`config.mk`:
```
export PLATFORM = sky130hd
export DESIGN_NAME = stack_controller
export DESIGN_NICKNAME = d
export VERILOG_FILES = /design/src/rtl/stack_controller.sv
export SDC_FILE = /design/constraint.sdc
export NUM_CORES = 1
export LEC_CHECK = 0
export BUFFER_PORTS_ARGS = -buffer_cell sky130_fd_sc_hd__buf_2
export CORE_MARGIN = 4
export CORE_UTILIZATION = 50
export CTS_BUF_LIST = sky130_fd_sc_hd__clkbuf_8
export CTS_CLUSTER_DIAMETER = 200
export DETAILED_ROUTE_END_ITERATION = 16
export GPL_ROUTABILITY_DRIVEN = 0
export PLACE_DENSITY = 0.83
export SKIP_LAST_GASP = 1
export SLEW_MARGIN = 15
export SYNTH_ARGS = -nofsm -noshare
export SYNTH_HDL_FRONTEND = slang
export SYNTH_SLANG_ARGS = --single-unit
```
`constraint.sdc`:
```
create_clock -name clk -period 4.7 [get_ports clk]
set_input_delay 0.235 -clock clk [delete_from_list [all_inputs] [get_ports clk]]
set_output_delay 0.235 -clock clk [all_outputs]
set_load 0.05 [all_outputs]
```
`src/rtl/stack_controller.sv`:
```
// Command front end for the hardware stack: accepts push/pop commands, guards
// full/empty, drives the stack memory and stack_pointer strobes, returns pops.
module stack_controller #(
    parameter int ADDR_WIDTH = 20,
    parameter int DATA_WIDTH = 16,
    parameter int DEPTH      = 1024,
    localparam int DEPTH_W   = $clog2(DEPTH + 1)
) (
    input  logic                  clk,
    input  logic                  reset_n,
    input  logic                  cmd_valid,
    output logic                  cmd_ready,
    input  logic                  cmd_op,
    input  logic [DATA_WIDTH-1:0] cmd_data,
    output logic                  rsp_valid,
    input  logic                  rsp_ready,
    output logic [DATA_WIDTH-1:0] rsp_data,
    output logic                  sp_push,
    output logic                  sp_pop,
    input  logic [ADDR_WIDTH-1:0] sp_addr,
    output logic                  mem_we,
    output logic                  mem_re,
    output logic [ADDR_WIDTH-1:0] mem_addr,
    output logic [DATA_WIDTH-1:0] mem_wdata,
    input  logic [DATA_WIDTH-1:0] mem_rdata,
    output logic [DEPTH_W-1:0]    depth,
    output logic                  full,
    output logic                  empty,
    output logic                  ovf_err,
    output logic                  udf_err,
    output logic [2:0]            state_dbg
);

    typedef enum logic [2:0] {
        S_IDLE  = 3'd0,
        S_WRITE = 3'd1,
        S_READ  = 3'd2,
        S_WAIT  = 3'd3,
        S_RESP  = 3'd4
    } state_t;

    state_t                state;
    state_t                state_next;
    logic [DATA_WIDTH-1:0] data_q;
    logic                  cmd_fire;

    // Handshakes: a transfer happens on a rising edge where valid & ready are
    // both high; valid and the payload hold until then and ready never waits
    // on valid. cmd_ready is high only in IDLE, so one command is in flight.
    assign cmd_fire  = cmd_valid & cmd_ready;
    assign full      = (depth == DEPTH_W'(DEPTH));
    assign empty     = (depth == '0);
    assign state_dbg = state;

    always_ff @(posedge clk or negedge reset_n) begin
        if (!reset_n) begin
            state    <= S_IDLE;
            depth    <= '0;
            data_q   <= '0;
            rsp_data <= '0;
            ovf_err  <= 1'b0;
            udf_err  <= 1'b0;
        end else begin
            state   <= state_next;
            ovf_err <= cmd_fire & ~cmd_op & full;
            udf_err <= cmd_fire & cmd_op & empty;
            if (cmd_fire) begin
                data_q <= cmd_data;
            end
            if (state == S_WRITE) begin
                depth <= depth + DEPTH_W'(1);
            end else if (state == S_READ) begin
                depth <= depth - DEPTH_W'(1);
            end
            // Memory read data arrives the cycle after mem_re, i.e. in WAIT.
            if (state == S_WAIT) begin
                rsp_data <= mem_rdata;
            end
        end
    end

    always_comb begin
        state_next = state;
        cmd_ready  = 1'b0;
        rsp_valid  = 1'b0;
        sp_push    = 1'b0;
        sp_pop     = 1'b0;
        mem_we     = 1'b0;
        mem_re     = 1'b0;
        mem_addr   = '0;
        mem_wdata  = '0;
        case (state)
            S_IDLE: begin
                cmd_ready = 1'b1;
                if (cmd_valid) begin
                    if (!cmd_op && !full) begin
                        state_next = S_WRITE;
                    end else if (cmd_op && !empty) begin
                        state_next = S_READ;
                    end
                end
            end
            S_WRITE: begin
                mem_we     = 1'b1;
                mem_addr   = sp_addr;
                mem_wdata  = data_q;
                sp_push    = 1'b1;
                state_next = S_IDLE;
            end
            S_READ: begin
                // sp_addr is the next free slot; the top entry sits just below.
                mem_re     = 1'b1;
                mem_addr   = sp_addr - ADDR_WIDTH'(1);
                sp_pop     = 1'b1;
                state_next = S_WAIT;
            end
            S_WAIT: begin
                state_next = S_RESP;
            end
            S_RESP: begin
                rsp_valid = 1'b1;
                if (rsp_ready) begin
                    state_next = S_IDLE;
                end
            end
            default: begin
                state_next = S_IDLE;
            end
        endcase
    end

endmodule

```
==> out/qor.csv, run 1 <==
metric,value,unit
outcome,completed,
grt_overflow,0,
maxClockFrequency,0.3167,GHz
hp-class,input pin to register,
fin_worst_skew,0.008705,ns
arrival_time_of_data_at_the_critical_path_endpoint,3.40,ns
timing.max_slew.rel_slack,29.25,%
final_cell_mix,"sky130_fd_sc_hd__buf_2 (132), sky130_fd_sc_hd__dfrtp_1 (48), sky130_fd_sc_hd__nand2_1 (33)",
area_growth,27.99,%
synth.area.top_cells,"sky130_fd_sc_hd__dfrtp_1 (41%), sky130_fd_sc_hd__mux2_2 (12%), sky130_fd_sc_hd__o21ai_0 (5.1%)",
mappedNetlistArea,0.002959,mm2
grt_start_max_net_pins,49,
place.detailed.hpwl,5970,um
final_layout_size_suffix_gt1_share,41.08,%
global_route_wire_length_before_repair,12680,um
worst_slew_pin_slew,1.057,ns
die_x,84.93,um
num_vias,2863,
drc_errors,0,
post-synth-top-area-cell,sky130_fd_sc_hd__dfrtp_1,
period_needed,3.158,ns
cts_root_buffer,sky130_fd_sc_hd__clkbuf_8,
crit_required,4.94,ns
worst_reg2reg_path_depth,6,
synth.ff_latch_count,48,
clock_sinks,48,
timing_worst_setup_path_type,register to register,
critPathSlowestCell,sky130_fd_sc_hd__nor2_1,
timing.final.hold_violations,0,
cts_htree_levels,2,
grt_antenna_before_repair,0,
syn_inst,315,
final_max_slew_viol_count,0,
clkLatencyLatePin,0.30,ns
synth-seq-area-share,40.59,%
chipHeight,84.93,um
critical-path-top-delay-family,simple AND/OR/NAND/NOR gates,
nFillCells,455,
clk_pin_slew,0.09,ns
drt-wirelength-per-cell,15.22,um
worstPathCellList,or3b_2 > inv_1 > nor2_1 > nor4_1 > a311oi_1 > o311a_1,
floorplan.die_area,0.007213,mm2
setup_repair_after_global_routing_missed_its_margin,false,
syn_warnings,0,
first_global_vias,2732,
drv.max_cap_violation_count,0,
synth.top_cell.area_share,40.59,%
async_flop_share,100.0,%
finalSetupViolations,0,
net_count_of_the_mapped_netlist,383,
routed_wire_length,7839,um
io_pins,133,
vias_per_cell,5.559,
maximum_count_of_clock_buffers_along_a_single_path,2,
tritoncts,built,
diodes,0,
drtIter0Drc,193,
final_common_cell,sky130_fd_sc_hd__buf_2,
num_rows,27,
area_taken_by_flip_flops_and_latches,0.001201,mm2
synth_area_per_cell,9.394,um2
grt_usage,21.43,%
layout.nets,510,
firstDrtPassIters,5,
startpoint_type,register,
ys_types,52,
core_area,0.005608,mm2
critical_path_buf_inv_count,1,
period_share,67.18,%
cts_made_buffers,5,
critical_path_depth,6,
synth_enable_flop_cells,0,
hold_path_depth,2,
combined_area_of_the_multi_input_logic_cells,0.001653,mm2
slowest_delay,0.96,ns
placement.io_buffers,132,
finalSetupTns,0,ns
critical_path.endpoint_type,register,
initial_cell_density_of_the_core,52.77,%
prevailing_post_synth_register_cell,sky130_fd_sc_hd__dfrtp_1,
worst-path-max-fanout,33,
number_of_routed_nets_with_antenna_violations,0,
metrics by stage:
stage                     hold WS [ns]  cell area, um2  setup WS [ns]  instances  util (%)
after global routing            0.1454            3787          1.261        515     67.54
after global placement          0.4261            3650          1.734        505     65.08
after CTS                       0.1341            3757          1.570        513     67.00
after detailed placement        0.4479            3650          1.584        505     65.08
after floorplan               -0.06059            2959          1.137        315         -
final                           0.1480            3787          1.542        515     67.54
final cells by class:
| cell class | instances | share of cell area [%] |
|---|---|---|
| Tap cell | 72 | 2.379 |
| Multi-Input combinational cell | 241 | 43.64 |
| Clock buffer | 5 | 1.817 |
| Inverter | 12 | 1.189 |
| Timing Repair Buffer | 134 | 18.24 |
| Clock inverter | 3 | 1.024 |
| Sequential cell | 48 | 31.71 |
final timing paths:
| check | start | to | slack (ns) |
|---|---|---|---|
| hold / removal | cmd_op | ovf_err | 0.15 |
| max in group asynchronous | reset_n | state_dbg[2] | 3.81 |
| hold reg to reg | data_q[12] | data_q[12] | 0.50 |
| setup / recovery | state_dbg[0] | depth[9] | 1.54 |
| setup reg to reg | state_dbg[0] | depth[9] | 1.54 |
| min in group asynchronous | reset_n | data_q[5] | 0.39 |
kinds of logic after synthesis:
kind of cell,share of synthesized area (%)
simple gates,21.65
compound gates,15.35
flops,40.59
mux,12.18
buf+inv,3.552
fa+ha+maj,4.905
xor+xnor,1.776
sequential cells by signal (all words and copies together) (netlist names):
name / count
state_dbg: 3
depth: 11
rsp_data: 16
udf_err: 1
ovf_err: 1
data_q: 16
synth_stat cells, types with 5 or more instances:
cell type	instances
sky130_fd_sc_hd__dfrtp_1	48
sky130_fd_sc_hd__nand2_1	33
sky130_fd_sc_hd__mux2_2	32
sky130_fd_sc_hd__o21ai_0	30
sky130_fd_sc_hd__nor2_1	21
sky130_fd_sc_hd__and2_1	17
sky130_fd_sc_hd__a21oi_1	13
sky130_fd_sc_hd__inv_1	11
sky130_fd_sc_hd__clkbuf_1	10
sky130_fd_sc_hd__ha_1	10
sky130_fd_sc_hd__nand3_1	6
sky130_fd_sc_hd__nor3_1	6
sky130_fd_sc_hd__a21o_1	5
per-layer routing:
metal  vias to the layer above  routed length [um]  part of all wire [%]  global-route usage (%)
met5                         -                   0                     0                       0
met2                       116                4176                    53                   38.93
met1                      1335                3036                    39                   24.83
met4                         0                 201                   2.6                   8.201
met3                        21                 425                   5.4                   4.078
li1                       1391                   -                     -                       -
timing repair:
action / in CTS / in global routing
buffers inserted: 0 / 0
hold buffers: 0 / 1
endpoints found under the hold margin: 0 / 15
gates resized for setup: 0 / 0
endpoints found under the setup margin: 0 / 0
Power of run 1 is not shown: default switching activity piles up to over one toggle a cycle in this logic, so the estimate is an artifact.
==> run 2: changes to the inputs <==
- ABC_AREA: unset -> 1
- PLACE_DENSITY: 0.83 -> 0.82
- clock period: 4.7 -> 2.91 ns (I/O delays scaled with it)
==> run 2 against run 1 <==
  * Die area rose by 8.6%
  * Via count increased by 15%
  * Synthesized area rose by 9.6%
  * Hold slack lost 0.078 ns
  * Setup slack got worse by 1.0 ns
  * Count of clock-buffer cells in the layout up 1
  * Clock skew fell by 0.0031 ns
  * Register-to-register slack got worse by 0.80 ns
  * Non-clock buffer count stayed put
  * Highest routed layer unchanged
==> out/qor.csv, run 2 <==
metric,value,unit,change
syn_inst,445,,was 315
grt_start_max_net_pins,49,,unchanged
timing_worst_setup_path_type,register to output pin,,was register to register
drt-wirelength-per-cell,12.92,um,was 15.22 um
arrival_time_of_data_at_the_critical_path_endpoint,2.24,ns,was 3.40 ns
num_rows,29,,was 27
crit-reg2reg-launch,state_dbg[1],,was state_dbg[0]
finalSetupTns,0,ns,unchanged
cts_htree_levels,2,,unchanged
synth_area_per_cell,7.285,um2,was 9.394 um2
async_flop_share,100.0,%,unchanged
leading_cell_type_by_number_of_instances_after_synthesis,sky130_fd_sc_hd__nand2_1,,was sky130_fd_sc_hd__dfrtp_1
timing.hold.worst.start,mem_rdata[2],,was cmd_op
critical_path.startpoint,state_dbg[0],,unchanged
syn_warnings,0,,unchanged
outcome,completed,,unchanged
layout.nets,642,,was 510
post-synth-top-area-cell,sky130_fd_sc_hd__dfrtp_1,,unchanged
period_share,82.07,%,
timing.final.hold_violations,0,,unchanged
num_vias,3306,,was 2863
diodes,0,,unchanged
finalSetupViolations,0,,unchanged
worst-path-max-fanout,12,,was 33
reg_top3,"data_q (16), rsp_data (16), depth (11)",,unchanged
placement.io_buffers,132,,unchanged
firstDrtPassIters,4,,was 5
grt_usage,21.29,%,was 21.43%
area_growth,24.08,%,was 27.99%
startpoint_type,register,,unchanged
clk_pin_slew,0.09,ns,about the same
clkLatencyLatePin,0.30,ns,about the same
vias_per_cell,5.071,,was 5.559
critical_path.endpoint_type,output pin,,was register
yosys-top-cells-count,"sky130_fd_sc_hd__nand2_1 (104), sky130_fd_sc_hd__nor2_1 (77), sky130_fd_sc_hd__inv_1 (57)",,"was sky130_fd_sc_hd__dfrtp_1 (48), sky130_fd_sc_hd__nand2_1 (33), sky130_fd_sc_hd__mux2_2 (32)"
routed_wire_length,8427,um,was 7839 um
first_global_vias,3023,,was 2732
drc_errors,0,,unchanged
fin_worst_skew,0.005596,ns,was 0.008705 ns
chipHeight,88.52,um,was 84.93 um
global_route_wire_length_before_repair,13450,um,was 12680 um
number_of_routed_nets_with_antenna_violations,0,,unchanged
synth.top_cell.area_share,37.05,%,was 40.59%
maxClockFrequency,0.4187,GHz,
grt_overflow,0,,unchanged
final_cell_mix,"sky130_fd_sc_hd__buf_2 (131), sky130_fd_sc_hd__nand2_1 (104), sky130_fd_sc_hd__nor2_1 (77)",,"was sky130_fd_sc_hd__buf_2 (132), sky130_fd_sc_hd__dfrtp_1 (48), sky130_fd_sc_hd__nand2_1 (33)"
place.detailed.hpwl,6659,um,was 5970 um
drv.max_cap_violation_count,0,,unchanged
synth_enable_flop_cells,0,,unchanged
hp-class,input pin to register,,unchanged
io_pins,133,,unchanged
synth-seq-area-share,37.05,%,was 40.59%
drtIter0Drc,127,,was 193
net_count_of_the_mapped_netlist,513,,was 383
cts_made_buffers,5,,unchanged
ys_types,34,,was 52
maximum_count_of_clock_buffers_along_a_single_path,2,,unchanged
core_area,0.006314,mm2,was 0.005608 mm2
mappedNetlistArea,0.003242,mm2,was 0.002959 mm2
synth.ff_latch_count,48,,unchanged
worst_slew_pin_slew,0.5959,ns,was 1.057 ns
prevailing_post_synth_register_cell,sky130_fd_sc_hd__dfrtp_1,,unchanged
clock_sinks,48,,unchanged
final_layout_size_suffix_gt1_share,29.74,%,was 41.08%
cts_root_buffer,sky130_fd_sc_hd__clkbuf_8,,unchanged
final_max_slew_viol_count,0,,unchanged
die_x,88.52,um,was 84.93 um
grt_antenna_before_repair,0,,unchanged
crit_required,2.76,ns,was 4.94 ns
initial_cell_density_of_the_core,51.35,%,was 52.77%
tritoncts,built,,unchanged
setup_repair_after_global_routing_missed_its_margin,false,,unchanged
period_needed,2.388,ns,
timing.max_slew.rel_slack,60.27,%,was 29.25%
synth.area.top_cells,"sky130_fd_sc_hd__dfrtp_1 (37%), sky130_fd_sc_hd__nand2_1 (12%), sky130_fd_sc_hd__nor2_1 (8.9%)",,"was sky130_fd_sc_hd__dfrtp_1 (41%), sky130_fd_sc_hd__mux2_2 (12%), sky130_fd_sc_hd__o21ai_0 (5.1%)"
final_common_cell,sky130_fd_sc_hd__buf_2,,unchanged
floorplan.die_area,0.007836,mm2,was 0.007213 mm2
run 2: worst paths after layout:
path                       slack (ns)  cells past startpoint     endpoint
max in group asynchronous        2.12                      2      ovf_err
setup reg to reg                 0.74                     10     depth[5]
hold reg to reg                  0.52                      2   data_q[11]
setup / recovery                 0.52                      7  mem_addr[7]
min in group asynchronous        0.39                      2     depth[4]
hold / removal                   0.07                      2  rsp_data[2]
run 2: cell families after synthesis:
kind of cell    after synthesis  share of synthesized area, %
buf+inv                      72                         9.803
fa+ha+maj                    11                         4.477
compound gates               49                         8.067
flops                        48                         37.05
xor+xnor                      7                         1.891
simple gates                242                         32.11
mux                          16                         6.600
run 2: worst max-delay path, cell delays in order (launching register included):
cell and delay, ns:
sky130_fd_sc_hd__dfrtp_1 0.52, sky130_fd_sc_hd__nor2_2 0.21, sky130_fd_sc_hd__nand2_2 0.18, sky130_fd_sc_hd__nand2_2 0.29
sky130_fd_sc_hd__inv_2 0.17, sky130_fd_sc_hd__a31oi_1 0.17, sky130_fd_sc_hd__o21a_1 0.15, sky130_fd_sc_hd__buf_2 0.26
run 2: per-stage QoR:
stage          utilization (%)  cells  instance area (um2)  hold slack, ns  setup slack (ns)
2_1_floorplan                -    445                 3242         -0.1501            0.2726
3_3_place_gp             61.99    643                 3914          0.3766            0.8334
3_5_place_dp             61.99    643                 3914          0.3808            0.7537
4_1_cts                  63.52    651                 4010         0.06261            0.5205
5_1_grt                  63.71    652                 4023         0.05183            0.3853
6_report                 63.71    652                 4023         0.07013            0.5217
run 2: layout make-up:
type | instances | area (um2)
Clock buffer | 6 | 82.58
Clock inverter | 2 | 13.76
Fill cell | 584 | 2291
Inverter | 60 | 225.2
Multi-Input combinational cell | 325 | 1723
Sequential cell | 48 | 1201
Tap cell | 77 | 96.34
Timing Repair Buffer | 134 | 680.7
run 2: repair_timing:
action	4_1_cts	5_1_grt
buffers inserted	0	0
hold buffers	0	1
hold endpoints to repair	0	48
setup endpoints to repair	0	0
gates resized for setup	0	0
run 2: routing by layer:
layer	global-route usage, %	up-vias	share of wire (%)
li1	-	1671	-
met1	26.51	1497	42
met2	37.12	127	47
met3	5.680	11	9.7
met4	4.670	0	1.2
met5	0	-	0
Power of run 2 is left out for the same reason.
==> run 3: changes to the inputs <==
- CORE_UTILIZATION: 50 -> 45
- PLACE_DENSITY: 0.82 -> 0.77
- clock period: 2.91 -> 1.95 ns (I/O delays scaled with it)
==> run 3 against run 2 <==
  * Count of clock-buffer cells in the layout unchanged
  * Global-route usage decreased by 1.8 points
  * Design area increased by 14%
  * Die area increased by 10%
  * Hold slack got worse by 0.054 ns
  * Critical path depth increased by 5
  * Sequential cell count unchanged
  * Critical path type is now register to register
==> out/qor.csv, run 3 (synthesis gave the netlist of run 2 again) <==
metric,value,unit,change
grt_usage,19.47,%,was 21.29%
timing.final.hold_violations,0,,unchanged
clk_pin_slew,0.10,ns,was 0.09 ns
r2r_slack,0.05,ns,was 0.74 ns
layout.nets,664,,was 642
worstPathCellList,inv_4 > nand3_4 > buf_12 > ha_4 > nand2_4 > nor2_1 > nand3_1 > nand3_1 > nand2_1 > nand2_1 > nand2_1 > nand2_1,,was nor2_2 > nand2_2 > nand2_2 > inv_2 > a31oi_1 > o21a_1 > buf_2
critical-path-top-delay-family,simple AND/OR/NAND/NOR gates,,unchanged
firstDrtPassIters,4,,unchanged
maximum_count_of_clock_buffers_along_a_single_path,2,,unchanged
die_x,92.88,um,was 88.52 um
worst_slew_pin_slew,0.6774,ns,was 0.5959 ns
fin_worst_skew,0.005532,ns,was 0.005596 ns
critical_path.endpoint_type,register,,was output pin
cts_made_buffers,5,,unchanged
grt_start_max_net_pins,35,,was 49
io_pins,133,,unchanged
arrival_time_of_data_at_the_critical_path_endpoint,2.15,ns,was 2.24 ns
cts_root_buffer,sky130_fd_sc_hd__clkbuf_8,,unchanged
worst-path-max-fanout,8,,was 12
final_max_slew_viol_count,0,,unchanged
drt-wirelength-per-cell,12.86,um,was 12.92 um
clkLatencyLatePin,0.30,ns,about the same
crit_required,2.20,ns,was 2.76 ns
cts_htree_levels,2,,unchanged
post_placement_worst_setup_slack,0.06920,ns,was 0.7537 ns
period_needed,1.903,ns,
grt_antenna_before_repair,0,,unchanged
num_vias,3374,,was 3306
reg_top3,"data_q (16), rsp_data (16), depth (11)",,unchanged
startpoint_type,register,,unchanged
floorplan.die_area,0.008626,mm2,was 0.007836 mm2
clock_sinks,48,,unchanged
final_layout_size_suffix_gt1_share,38.36,%,was 29.74%
grt_overflow,0,,unchanged
num_rows,30,,was 29
outcome,completed,,unchanged
period_share,97.60,%,
finalSetupTns,0,ns,unchanged
core_area,0.006907,mm2,was 0.006314 mm2
vias_per_cell,4.869,,was 5.071
fin_hold_ws,0.01584,ns,was 0.07013 ns
critical_path_buf_inv_count,2,,unchanged
final_common_cell,sky130_fd_sc_hd__buf_2,,unchanged
post-route-util,66.34,%,was 63.71%
placement.io_buffers,132,,unchanged
maxClockFrequency,0.5255,GHz,
path_common_cell,sky130_fd_sc_hd__nand2_1,,was sky130_fd_sc_hd__nand2_2
first_global_vias,3182,,was 3023
global_route_wire_length_before_repair,13800,um,was 13450 um
diodes,0,,unchanged
chipHeight,92.88,um,was 88.52 um
hp-class,input pin to register,,unchanged
critPathSlowestCell,sky130_fd_sc_hd__dfrtp_4,,was sky130_fd_sc_hd__dfrtp_1
final_cell_mix,"sky130_fd_sc_hd__buf_2 (122), sky130_fd_sc_hd__nand2_1 (98), sky130_fd_sc_hd__nor2_1 (74)",,"was sky130_fd_sc_hd__buf_2 (131), sky130_fd_sc_hd__nand2_1 (104), sky130_fd_sc_hd__nor2_1 (77)"
place.detailed.hpwl,6606,um,was 6659 um
number_of_routed_nets_with_antenna_violations,0,,unchanged
slowest_delay,0.50,ns,was 0.52 ns
drtIter0Drc,168,,was 127
initial_cell_density_of_the_core,46.94,%,was 51.35%
timing.max_slew.rel_slack,54.84,%,was 60.27%
finalSetupViolations,0,,unchanged
drc_errors,0,,unchanged
tritoncts,built,,unchanged
timing_worst_setup_path_type,register to register,,was register to output pin
area_growth,41.34,%,was 24.08%
routed_wire_length,8909,um,was 8427 um
setup_ws,0.04688,ns,was 0.5217 ns
drv.max_cap_violation_count,0,,unchanged
run 3: what timing repair did:
item,4_1_cts,5_1_grt
endpoints found under the setup margin,15,20
buffers inserted,1,10
pin swaps,0,11
endpoints found under the hold margin,28,0
resized for setup,17,18
cloned,0,3
hold buffers,1,0
run 3: metrics by stage:
stage / cell area (um2) / cells
floorplan: 3460 / 445
global placement: 4209 / 670
detailed placement: 4209 / 670
CTS: 4379 / 680
global route: 4582 / 693
finish: 4582 / 693
run 3: per-layer routing:
metal	vias up	global-route usage, %	share of wire, %
li1	1716	-	-
met1	1545	23.58	43
met2	99	34.07	50
met3	14	4.468	5.6
met4	0	6.227	1.9
met5	-	0	0
run 3: layout make-up:
| type | count | area (um2) |
|---|---|---|
| clock inverters | 2 | 17.52 |
| inverters | 60 | 237.7 |
| clock buffers | 6 | 82.58 |
| well taps | 96 | 120.1 |
| repair buffers | 156 | 963.4 |
| flip-flops and latches | 48 | 1207 |
| fillers | 620 | 2325 |
| multi-input cells | 325 | 1953 |
run 3: worst paths after layout:
path,start,end,depth (start not counted)
setup / recovery,state_dbg[1],depth[10],12
hold / removal,mem_rdata[6],rsp_data[6],2
setup reg to reg,state_dbg[1],depth[10],12
hold reg to reg,rsp_data[12],rsp_data[12],1
max in group asynchronous,reset_n,data_q[5],3
min in group asynchronous,reset_n,depth[4],2
Power of run 3 is left out for the same reason.
